===== config.mk =====
export PLATFORM = sky130hd
export DESIGN_NAME = mc_datapath
export DESIGN_NICKNAME = d
export VERILOG_FILES = /design/src/rtl/mc_datapath.sv
export SDC_FILE = /design/constraint.sdc
export NUM_CORES = 2
export LEC_CHECK = 0
export ABC_AREA = 0
export CORE_UTILIZATION = 35
export DETAILED_ROUTE_END_ITERATION = 7
export GPL_ROUTABILITY_DRIVEN = 0
export PLACE_DENSITY = 0.58
export SETUP_SLACK_MARGIN = 0.3
export SKIP_LAST_GASP = 1
export SYNTH_ARGS = -nofsm -noshare
export SYNTH_HDL_FRONTEND = slang
export SYNTH_SLANG_ARGS = --single-unit
export TNS_END_PERCENT = 50

===== constraint.sdc =====
create_clock -name clk -period 6.4 [get_ports clk]
set_input_delay 0.64 -clock clk [delete_from_list [all_inputs] [get_ports clk]]
set_output_delay 0.64 -clock clk [all_outputs]
set_load 0.03 [all_outputs]

===== src/rtl/mc_datapath.sv =====
// mc_datapath: multi-cycle RV-style integer datapath.
// Each instruction walks IF -> ID -> EX -> (MEM) -> (WB) under a small FSM.
// Control signals come from an external decoder and are captured in ID.
//
// Ports
//   clk, rst        : clock, synchronous active-high reset
//   instr           : instruction word at PC, captured into IR in IF
//   ALUSrc .. Branch: control bits, captured in ID
//   immSel          : immediate format (00 I, 01 S, 10 B, 11 U)
//   ALUCtrl         : ALU operation select
//   dReadData, dAck : data memory return path
//   PC              : fetch address of the current instruction
//   dReq, dWe       : data memory request / write strobe
//   dAddress        : data memory address
//   dWriteData      : store data
//   WriteBackData   : last value presented to the register file
//   Zero            : registered ALU zero flag
//   state           : FSM state (IF=0 ID=1 EX=2 MEM=3 WB=4)
//   instrDone       : one-cycle retire pulse
//
// Memory handshake: dReq rises on entry to MEM and stays high, with
// dAddress/dWe/dWriteData frozen, until the cycle in which dAck=1; the
// transfer completes on that edge and dReq is low the following cycle.
// dAck is ignored in every other state.
module mc_datapath #(
    parameter int          XLEN       = 32,
    parameter int          NREGS      = 32,
    parameter logic [31:0] INITIAL_PC = 32'h00400000
) (
    input  logic            clk,
    input  logic            rst,
    input  logic [31:0]     instr,
    input  logic            ALUSrc,
    input  logic            MemToReg,
    input  logic            MemRead,
    input  logic            MemWrite,
    input  logic            RegWrite,
    input  logic            Branch,
    input  logic [1:0]      immSel,
    input  logic [3:0]      ALUCtrl,
    input  logic [XLEN-1:0] dReadData,
    input  logic            dAck,
    output logic [XLEN-1:0] PC,
    output logic            dReq,
    output logic            dWe,
    output logic [XLEN-1:0] dAddress,
    output logic [XLEN-1:0] dWriteData,
    output logic [XLEN-1:0] WriteBackData,
    output logic            Zero,
    output logic [2:0]      state,
    output logic            instrDone
);

    localparam int              SW     = $clog2(XLEN);
    localparam int              AW     = (NREGS > 1) ? $clog2(NREGS) : 1;
    localparam logic [XLEN-1:0] PC_RST = XLEN'(INITIAL_PC);

    typedef enum logic [2:0] {
        S_IF  = 3'd0,
        S_ID  = 3'd1,
        S_EX  = 3'd2,
        S_MEM = 3'd3,
        S_WB  = 3'd4
    } state_t;

    state_t state_q, state_d;

    logic [31:0]     ir_q;
    logic [XLEN-1:0] pc_q, a_q, b_q, imm_q, alu_out_q, mdr_q;
    logic            zero_q;
    logic            alusrc_q, memtoreg_q, memread_q, memwrite_q, regwrite_q, branch_q;
    logic [3:0]      aluctrl_q;
    logic [4:0]      rd_q;

    logic            dreq_q, dwe_q;
    logic [XLEN-1:0] daddr_q, dwdata_q, wbdata_q;

    logic [XLEN-1:0] regs [NREGS];

    // ---------------- immediate generation (from IR) ----------------
    logic [XLEN-1:0] imm_i, imm_s, imm_b, imm_u, imm_sel;

    assign imm_i = {{(XLEN-12){ir_q[31]}}, ir_q[31:20]};
    assign imm_s = {{(XLEN-12){ir_q[31]}}, ir_q[31:25], ir_q[11:7]};
    assign imm_b = {{(XLEN-12){ir_q[31]}}, ir_q[7], ir_q[30:25], ir_q[11:8], 1'b0};
    // ir_q[31] doubles as the top of the 20-bit field and its sign.
    assign imm_u = {{(XLEN-31){ir_q[31]}}, ir_q[30:12], 12'b0};

    always_comb begin
        imm_sel = imm_i;
        case (immSel)
            2'b00:   imm_sel = imm_i;
            2'b01:   imm_sel = imm_s;
            2'b10:   imm_sel = imm_b;
            default: imm_sel = imm_u;
        endcase
    end

    // ---------------- register file read ----------------
    logic [4:0]      rs1_idx, rs2_idx;
    logic [XLEN-1:0] rs1_val, rs2_val;

    assign rs1_idx = ir_q[19:15];
    assign rs2_idx = ir_q[24:20];

    // x0 and out-of-range indices read as zero.
    assign rs1_val = (rs1_idx == 5'd0 || 32'(rs1_idx) >= NREGS) ? '0 : regs[rs1_idx[AW-1:0]];
    assign rs2_val = (rs2_idx == 5'd0 || 32'(rs2_idx) >= NREGS) ? '0 : regs[rs2_idx[AW-1:0]];

    // ---------------- ALU ----------------
    logic [XLEN-1:0] op2, alu_res;
    logic [SW-1:0]   shamt;

    assign op2   = alusrc_q ? imm_q : b_q;
    assign shamt = op2[SW-1:0];

    always_comb begin
        alu_res = '0;
        case (aluctrl_q)
            4'b0000: alu_res = a_q & op2;
            4'b0001: alu_res = a_q | op2;
            4'b0010: alu_res = a_q + op2;
            4'b0110: alu_res = a_q - op2;
            4'b0111: alu_res = ($signed(a_q) < $signed(op2)) ? {{(XLEN-1){1'b0}}, 1'b1} : '0;
            4'b1000: alu_res = a_q >> shamt;
            4'b1001: alu_res = a_q << shamt;
            4'b1010: alu_res = $signed(a_q) >>> shamt;
            4'b1101: alu_res = a_q ^ op2;
            default: alu_res = '0;
        endcase
    end

    logic            mem_op, wb_en;
    logic [XLEN-1:0] wb_val;

    assign mem_op = memread_q | memwrite_q;
    assign wb_val = memtoreg_q ? mdr_q : alu_out_q;
    // Writes to x0 or beyond the implemented registers are dropped.
    assign wb_en  = (state_q == S_WB) && regwrite_q && (rd_q != 5'd0) && (32'(rd_q) < NREGS);

    // ---------------- FSM ----------------
    always_ff @(posedge clk) begin
        if (rst) state_q <= S_IF;
        else     state_q <= state_d;
    end

    always_comb begin
        state_d   = S_IF;
        instrDone = 1'b0;
        case (state_q)
            S_IF: state_d = S_ID;
            S_ID: state_d = S_EX;
            S_EX: begin
                if (mem_op)          state_d = S_MEM;
                else if (regwrite_q) state_d = S_WB;
                else begin
                    state_d   = S_IF;
                    instrDone = 1'b1;
                end
            end
            S_MEM: begin
                state_d = S_MEM;
                if (dAck) begin
                    if (regwrite_q) state_d = S_WB;
                    else begin
                        state_d   = S_IF;
                        instrDone = 1'b1;
                    end
                end
            end
            S_WB: begin
                state_d   = S_IF;
                instrDone = 1'b1;
            end
            default: state_d = S_IF;
        endcase
    end

    // ---------------- datapath registers ----------------
    always_ff @(posedge clk) begin
        if (rst) begin
            ir_q       <= '0;
            pc_q       <= PC_RST;
            a_q        <= '0;
            b_q        <= '0;
            imm_q      <= '0;
            alu_out_q  <= '0;
            mdr_q      <= '0;
            zero_q     <= 1'b0;
            alusrc_q   <= 1'b0;
            memtoreg_q <= 1'b0;
            memread_q  <= 1'b0;
            memwrite_q <= 1'b0;
            regwrite_q <= 1'b0;
            branch_q   <= 1'b0;
            aluctrl_q  <= '0;
            rd_q       <= '0;
            dreq_q     <= 1'b0;
            dwe_q      <= 1'b0;
            daddr_q    <= '0;
            dwdata_q   <= '0;
            wbdata_q   <= '0;
        end else begin
            case (state_q)
                S_IF: ir_q <= instr;
                S_ID: begin
                    alusrc_q   <= ALUSrc;
                    memtoreg_q <= MemToReg;
                    memread_q  <= MemRead;
                    memwrite_q <= MemWrite;
                    regwrite_q <= RegWrite;
                    branch_q   <= Branch;
                    aluctrl_q  <= ALUCtrl;
                    rd_q       <= ir_q[11:7];
                    a_q        <= rs1_val;
                    b_q        <= rs2_val;
                    imm_q      <= imm_sel;
                end
                S_EX: begin
                    alu_out_q <= alu_res;
                    zero_q    <= (alu_res == '0);
                    // Branch target always uses the B-format offset from IR.
                    if (branch_q && alu_res == '0) pc_q <= pc_q + imm_b;
                    else                           pc_q <= pc_q + XLEN'(4);
                    if (mem_op) begin
                        dreq_q   <= 1'b1;
                        dwe_q    <= memwrite_q;
                        daddr_q  <= alu_res;
                        dwdata_q <= b_q;
                    end
                end
                S_MEM: begin
                    if (dAck) begin
                        dreq_q <= 1'b0;
                        dwe_q  <= 1'b0;
                        // A combined read+write is treated as a store only.
                        if (memread_q && !memwrite_q) mdr_q <= dReadData;
                    end
                end
                S_WB: wbdata_q <= wb_val;
                default: ;
            endcase
        end
    end

    always_ff @(posedge clk) begin
        if (rst) begin
            for (int i = 0; i < NREGS; i++) regs[i] <= '0;
        end else if (wb_en) begin
            regs[rd_q[AW-1:0]] <= wb_val;
        end
    end

    // Opcode/funct3 fields are decoded outside this block.
    logic unused_ir_bits;
    assign unused_ir_bits = ^{ir_q[6:0], ir_q[14:12]};

    assign PC            = pc_q;
    assign dReq          = dreq_q;
    assign dWe           = dwe_q;
    assign dAddress      = daddr_q;
    assign dWriteData    = dwdata_q;
    assign WriteBackData = wbdata_q;
    assign Zero          = zero_q;
    assign state         = state_q;

endmodule

-- After elaboration in Yosys (flattened, before gate mapping)
Memory sizes are Yosys's and may differ from the RTL's. A register that Yosys moved wholly into a read port is not among the register bits.
Index checks and enable logic that the tools add are counted.
- register bits after elaboration: 341
- bits in writable memories: 1024
- logic and storage cells: 101
- memories: 1
- memories (name ; words ; width ; rd ports ; clocked after memory_dff ; write ports ; line ; text):
    regs ; 32 ; 32 ; 2 ; 2 ; 32 ; 78 ; logic [XLEN-1:0] regs [NREGS];
- add/subtract/negate cells: 4
- $lt $le $gt $ge: 1
- equality and inequality tests: 16
- shift-type cells: 3
- mux-type cells: 33
- bitwise logic cells: 4
- reductions and logical operators: 17
- operators with widths (operator ; number):
    case mux 32 bit (9 select lines) ; 1
    two-way mux 32 bit ; 6
    case mux 31 bit (3 select lines) ; 1
    adder 32 bit ; 2
    adder 32 x 3 -> 32 bit (second input constant) ; 1
    AND 32 bit ; 1
    zero test 32 bit ; 1
    < comparator 32 bit ; 1
    bitwise OR 32 bit ; 1
    OR reduction 32 bit ; 1
    left shift 32 x 5 -> 32 bit ; 1
    >> shifter 32 x 5 -> 32 bit ; 1
    >>> shifter 32 x 5 -> 32 bit ; 1
    subtractor 32 bit ; 1
    XOR 32 bit ; 1
    two-way mux 5 bit ; 5
    equality test 4 bit (second input constant) ; 4
    two-way mux 1 bit ; 13
    case mux 3 bit (4 select lines) ; 1
    zero test 5 bit ; 2
    two-way mux 3 bit ; 3
    equality test 4 x 3 -> 1 bit (second input constant) ; 2
    equality test 3 x 2 -> 1 bit (second input constant) ; 2
    AND reduction 3 bit ; 2
    other kinds (18) ; 23

-- Longest topological paths before layout
- depth in word-level cells: 8
- mapped depth: 24
- gate-level depth less buffers: 18

-- Worst setup path after synthesis
No wires, ideal clock.
- path type: register to register
- start: reg alusrc_q
- end: reg pc_q[21] (netlist: PC[21])
- library setup time: 122 ps
- arrival: 5751 ps
- slack: 527 ps
- stages on the path, launching flop included: 23
- buffers on the path: 6
- cells stage by stage: dfxtp_1 -> buf_6 -> mux2i_2 -> inv_1 -> clkbuf_1 -> clkbuf_1 -> clkbuf_1 -> buf_2 -> ha_1 -> a211oi_1 -> o31ai_1 -> a31o_2 -> nor2_1 -> o21ai_0 -> mux2_2 -> a211oi_1 -> nand3_1 -> or4_4 -> nor4_4 -> and2_4 -> buf_6 -> o21ai_1 -> a311o_1
- cells in the longest elaborated chain, start to end: 7
- elaborated cells on any way between the ends: 15
- those cells by class: add/sub (2); order compare (1); shift (3); mux (4); bitwise (3); reduce/logical (2)
- RTL lines (item ; line ; text):
    start, declared ; 71 ; logic alusrc_q, memtoreg_q, memread_q, memwrite_q, regwrite_q, branch_q;
    start signal, assigned ; 207 ; alusrc_q <= ALUSrc;
    two-way mux 32 bit (*) ; 114 ; assign op2 = alusrc_q ? imm_q : b_q;
    < comparator 32 bit ; 124 ; 4'b0111: alu_res = ($signed(a_q) < $signed(op2)) ? {{(XLEN-1){1'b0}}, 1'b1} : '0;
    two-way mux 1 bit ; 124 ;
    case mux 32 bit (9 select lines) (*) ; 119 ; case (aluctrl_q)
    zero test 32 bit (*) ; 223 ; if (branch_q && alu_res == '0) pc_q <= pc_q + imm_b;
    logical AND 1 bit (*) ; 223 ;
    two-way mux 32 bit (*) ; 223 ;
    end signal, assigned ; 223 ;
    end signal, assigned ; 224 ; else pc_q <= pc_q + XLEN'(4);
    end, declared ; 69 ; logic [XLEN-1:0] pc_q, a_q, b_q, imm_q, alu_out_q, mdr_q;
Mark *: on every way between the ends. The rest lies on a longest branch, timed or not.
A chain may end at the register's enable or synchronous reset.

-- Final worst setup path
- start: reg alusrc_q
- end: reg pc_q[3] (netlist: PC[3])
The elaborated chain is that of the path after synthesis.

==> impl_metrics.json <==
{
  "outcome": "finished with violations",
  "violations": "DRC",
  "synth_cells": 6317,
  "dieHeight_um": 466,
  "antenna_found_initial": 9,
  "drtPass1Iterations": 8,
  "numCtsBuffers": 143,
  "worstPathCellList": "buf_4 > mux2i_4 > inv_2 > ha_1 > a211oi_1 > o31ai_1 > a31o_2 > nor2_1 > o21ai_0 > mux2_2 > a211oi_2 > buf_4 > nand3_1 > or4_4 > nor4_4 > and2_4 > buf_4 > mux2i_1 > a21oi_1",
  "synth_top_area_share_pct": 40.8,
  "ios": 214,
  "drc": 2,
  "path_max_fanout": 16,
  "arrival_ns": 6.61,
  "wl_per_cell_um": 30.6,
  "hold_viol": 0,
  "ys_seq_area_share_pct": 49.9,
  "syn_to_final_growth_pct": 14.1,
  "clk_latency_ns": 0.81,
  "cts_tree": "done",
  "first_global_vias": 54900,
  "muxShareOfSynthArea_pct": 23.5,
  "rsz0062_at_grt": "no",
  "dpl_cell_area_um2": 81500,
  "critPathRequiredTime_ns": 7.05,
  "coreArea_um2": 214000,
  "power.density_nw_per_um2": 275,
  "htree_levels": 4,
  "reg2reg_slack_ns": 0.43,
  "die_width_um": 466,
  "fin_tns_setup_ns": 0,
  "synth-seq-cells": 1367,
  "endpoint_kind": "flop",
  "min_from": "rst",
  "fp.dieArea_um2": 217000,
  "slew_viol_final": 0,
  "place_ws_ns": 0.232,
  "crit_family": "compound AO/OA/AOI/OAI gates",
  "utilization_pct": 40.1,
  "yosys-top-cells-area": "edfxtp_1, mux4_2, dfxtp_1, nor2_1, mux2i_1",
  "hold-worst-slack_ns": 0.346,
  "grtUsageTotal_pct": 25.6,
  "slowest_stage": "o31ai_1",
  "synth_fa_ha_area_share_pct": 2.27,
  "r2r-start": "alusrc_q$_SDFFE_PP0N_",
  "clockBufferDepth": 3,
  "synth.largest_area_cell": "edfxtp_1",
  "syn_area_um2": 75400,
  "maxCapViolations": 0,
  "worstMarginPinSlew_ns": 1.26,
  "nets": 6554,
  "synth_xor_area_share_pct": 0.499,
  "crit_top_cell": "buf_4",
  "synth.avg_cell_area_um2": 11.9,
  "vias": 57500,
  "stdcell_area_um2": 86000,
  "viasPerCell": 6.19,
  "cp-start-kind": "flop",
  "wirelength_um": 285000,
  "io_buffers": 205,
  "period_share_pct": 93.3,
  "synth-compound-area-share_pct": 8.21,
  "min_period_ns": 5.97,
  "clk_transition_reported_paths_ns": 0.06,
  "grt_pass1_wl_um": 401000,
  "ys.flop_type": "edfxtp_1",
  "hpwl_um": 187000,
  "r2r_end": "PC[3]$_SDFFE_PP0P_",
  "final-setup-viol-count": 0,
  "synth_top_family_by_area": "multiplexers",
  "fin_ws_ns": 0.430,
  "synth-async-reset-ratio_pct": 0,
  "grt_overflow": 0,
  "synth_common_cells": "nor2_1, edfxtp_1, mux4_2",
  "slowest_delay_ns": 0.59,
  "worst-setup-path-type": "reg -> reg",
  "slew_headroom_pct": 14.5,
  "synth.most_common_cell": "nor2_1",
  "grt_start_max_net_pins": 106,
  "p_leak_nw": 27.8,
  "crit_buf_inv": 4,
  "ys_warn_count": 0,
  "fmax_mhz": 168,
  "cts_root_buf": "clkbuf_16",
  "synthSimpleGateAreaFrac_pct": 12.1,
  "holdCritPathClass": "in -> reg",
  "initial_core_util_pct": 35.2,
  "max-vdd-ir-drop_uv": 277,
  "clock_skew_ns": 0.0341,
  "fp-row-count": 170,
  "worstRegToRegCells": 19,
  "drt_iter0_drc": 9143,
  "drive_above_1_share_pct": 19.9,
  "synth_cell_type_count": 91,
  "holdPathEnd": "b_q[10]$_SDFFE_PP0N_",
  "cts_sinks": 1367,
  "whs_path_depth": 2,
  "synth_edf_count": 1024,
  "final_antenna_net_count": 0
}
-- timing repair --
| item | CTS | global route |
|---|---|---|
| buffers inserted | 0 | 0 |
| resized for setup | 1 | 4 |
| cloned | 0 | 0 |
| hold buffers | 0 | 0 |
| pin swaps | 0 | 1 |
| setup endpoints to repair | 9 | 29 |
-- area by class of cell --
cell class | instances | area [um2]
antenna | 3 | 7.51
clock buffer | 175 | 3750
clock inverter | 83 | 737
fill | 20100 | 128000
inverter | 119 | 449
multi-input combinational | 4273 | 35900
sequential | 1367 | 37700
tap | 2838 | 3550
timing repair buffer | 436 | 4000
-- worst max-delay path by stage --
stage                          startpoint                  end  cells after the start
floorplan           alusrc_q$_SDFFE_PP0N_  PC[21]$_SDFFE_PP0P_                     22
global placement    alusrc_q$_SDFFE_PP0N_   PC[3]$_SDFFE_PP0P_                     19
detailed placement  alusrc_q$_SDFFE_PP0N_   PC[3]$_SDFFE_PP0P_                     19
CTS                 alusrc_q$_SDFFE_PP0N_   PC[3]$_SDFFE_PP0P_                     19
global route        alusrc_q$_SDFFE_PP0N_   PC[3]$_SDFFE_PP0P_                     19
finish              alusrc_q$_SDFFE_PP0N_   PC[3]$_SDFFE_PP0P_                     19
-- through the flow --
step                power [W]  cells
floorplan              0.0134   6349
global placement       0.0154   9033
detailed placement     0.0155   9033
CTS                    0.0236   9291
global route           0.0243   9291
finish                 0.0237   9294
-- cell usage in the layout, fill, tap and decap left out, types with 113 or more instances in the layout --
master / count
clkbuf_16: 145
clkdlybuf4s50_1: 204
buf_4: 214
ha_1: 132
nand2_1: 417
nor2_1: 1382
edfxtp_1: 1024
inv_1: 113
mux4_2: 695
a211oi_1: 128
dfxtp_1: 331
mux2i_1: 151
o21ai_0: 129
a21oi_1: 356
-- where the power goes --
part	switching [W]	total (W)	leakage, nW	internal [W]
Clock	0.00374	0.00823	2.18	0.00449
Combinational	0.00314	0.00509	12.2	0.00195
Sequential	0.000489	0.0103	13.3	0.00986
-- metal layers --
layer  vias to the layer above  global-route usage [%]  share of wire [%]
met5                         -                       0              0.015
met4                         6                    12.0                5.3
met3                       647                    6.87                 12
met2                      3824                    38.4                 44
met1                     29200                    34.5                 38
li1                      23800                       -                  -
-- registers in the layout, indices dropped and copies added, names as in the netlist, 5 cells and up, named ones only --
register,flops
dAddress,32
rd_q,5
imm_q,32
PC,31
WriteBackData,32
b_q,32
regs,1024
mdr_q,32
dWriteData,32
ir_q,25
alu_out_q,32
a_q,32
-- cells by family (layout without fill, tap and decap cells) --
logic type,count (synthesis),count (layout)
AO/OA/AOI/OAI,962,962
XOR/XNOR,43,43
adder cells (fa/ha/maj),135,135
buffers and inverters,709,813
flip-flops,1367,1367
multiplexers,896,896
other,1,36
AND/OR/NAND/NOR,2204,2204
No activity file was read; power rests on OpenSTA's default activity.
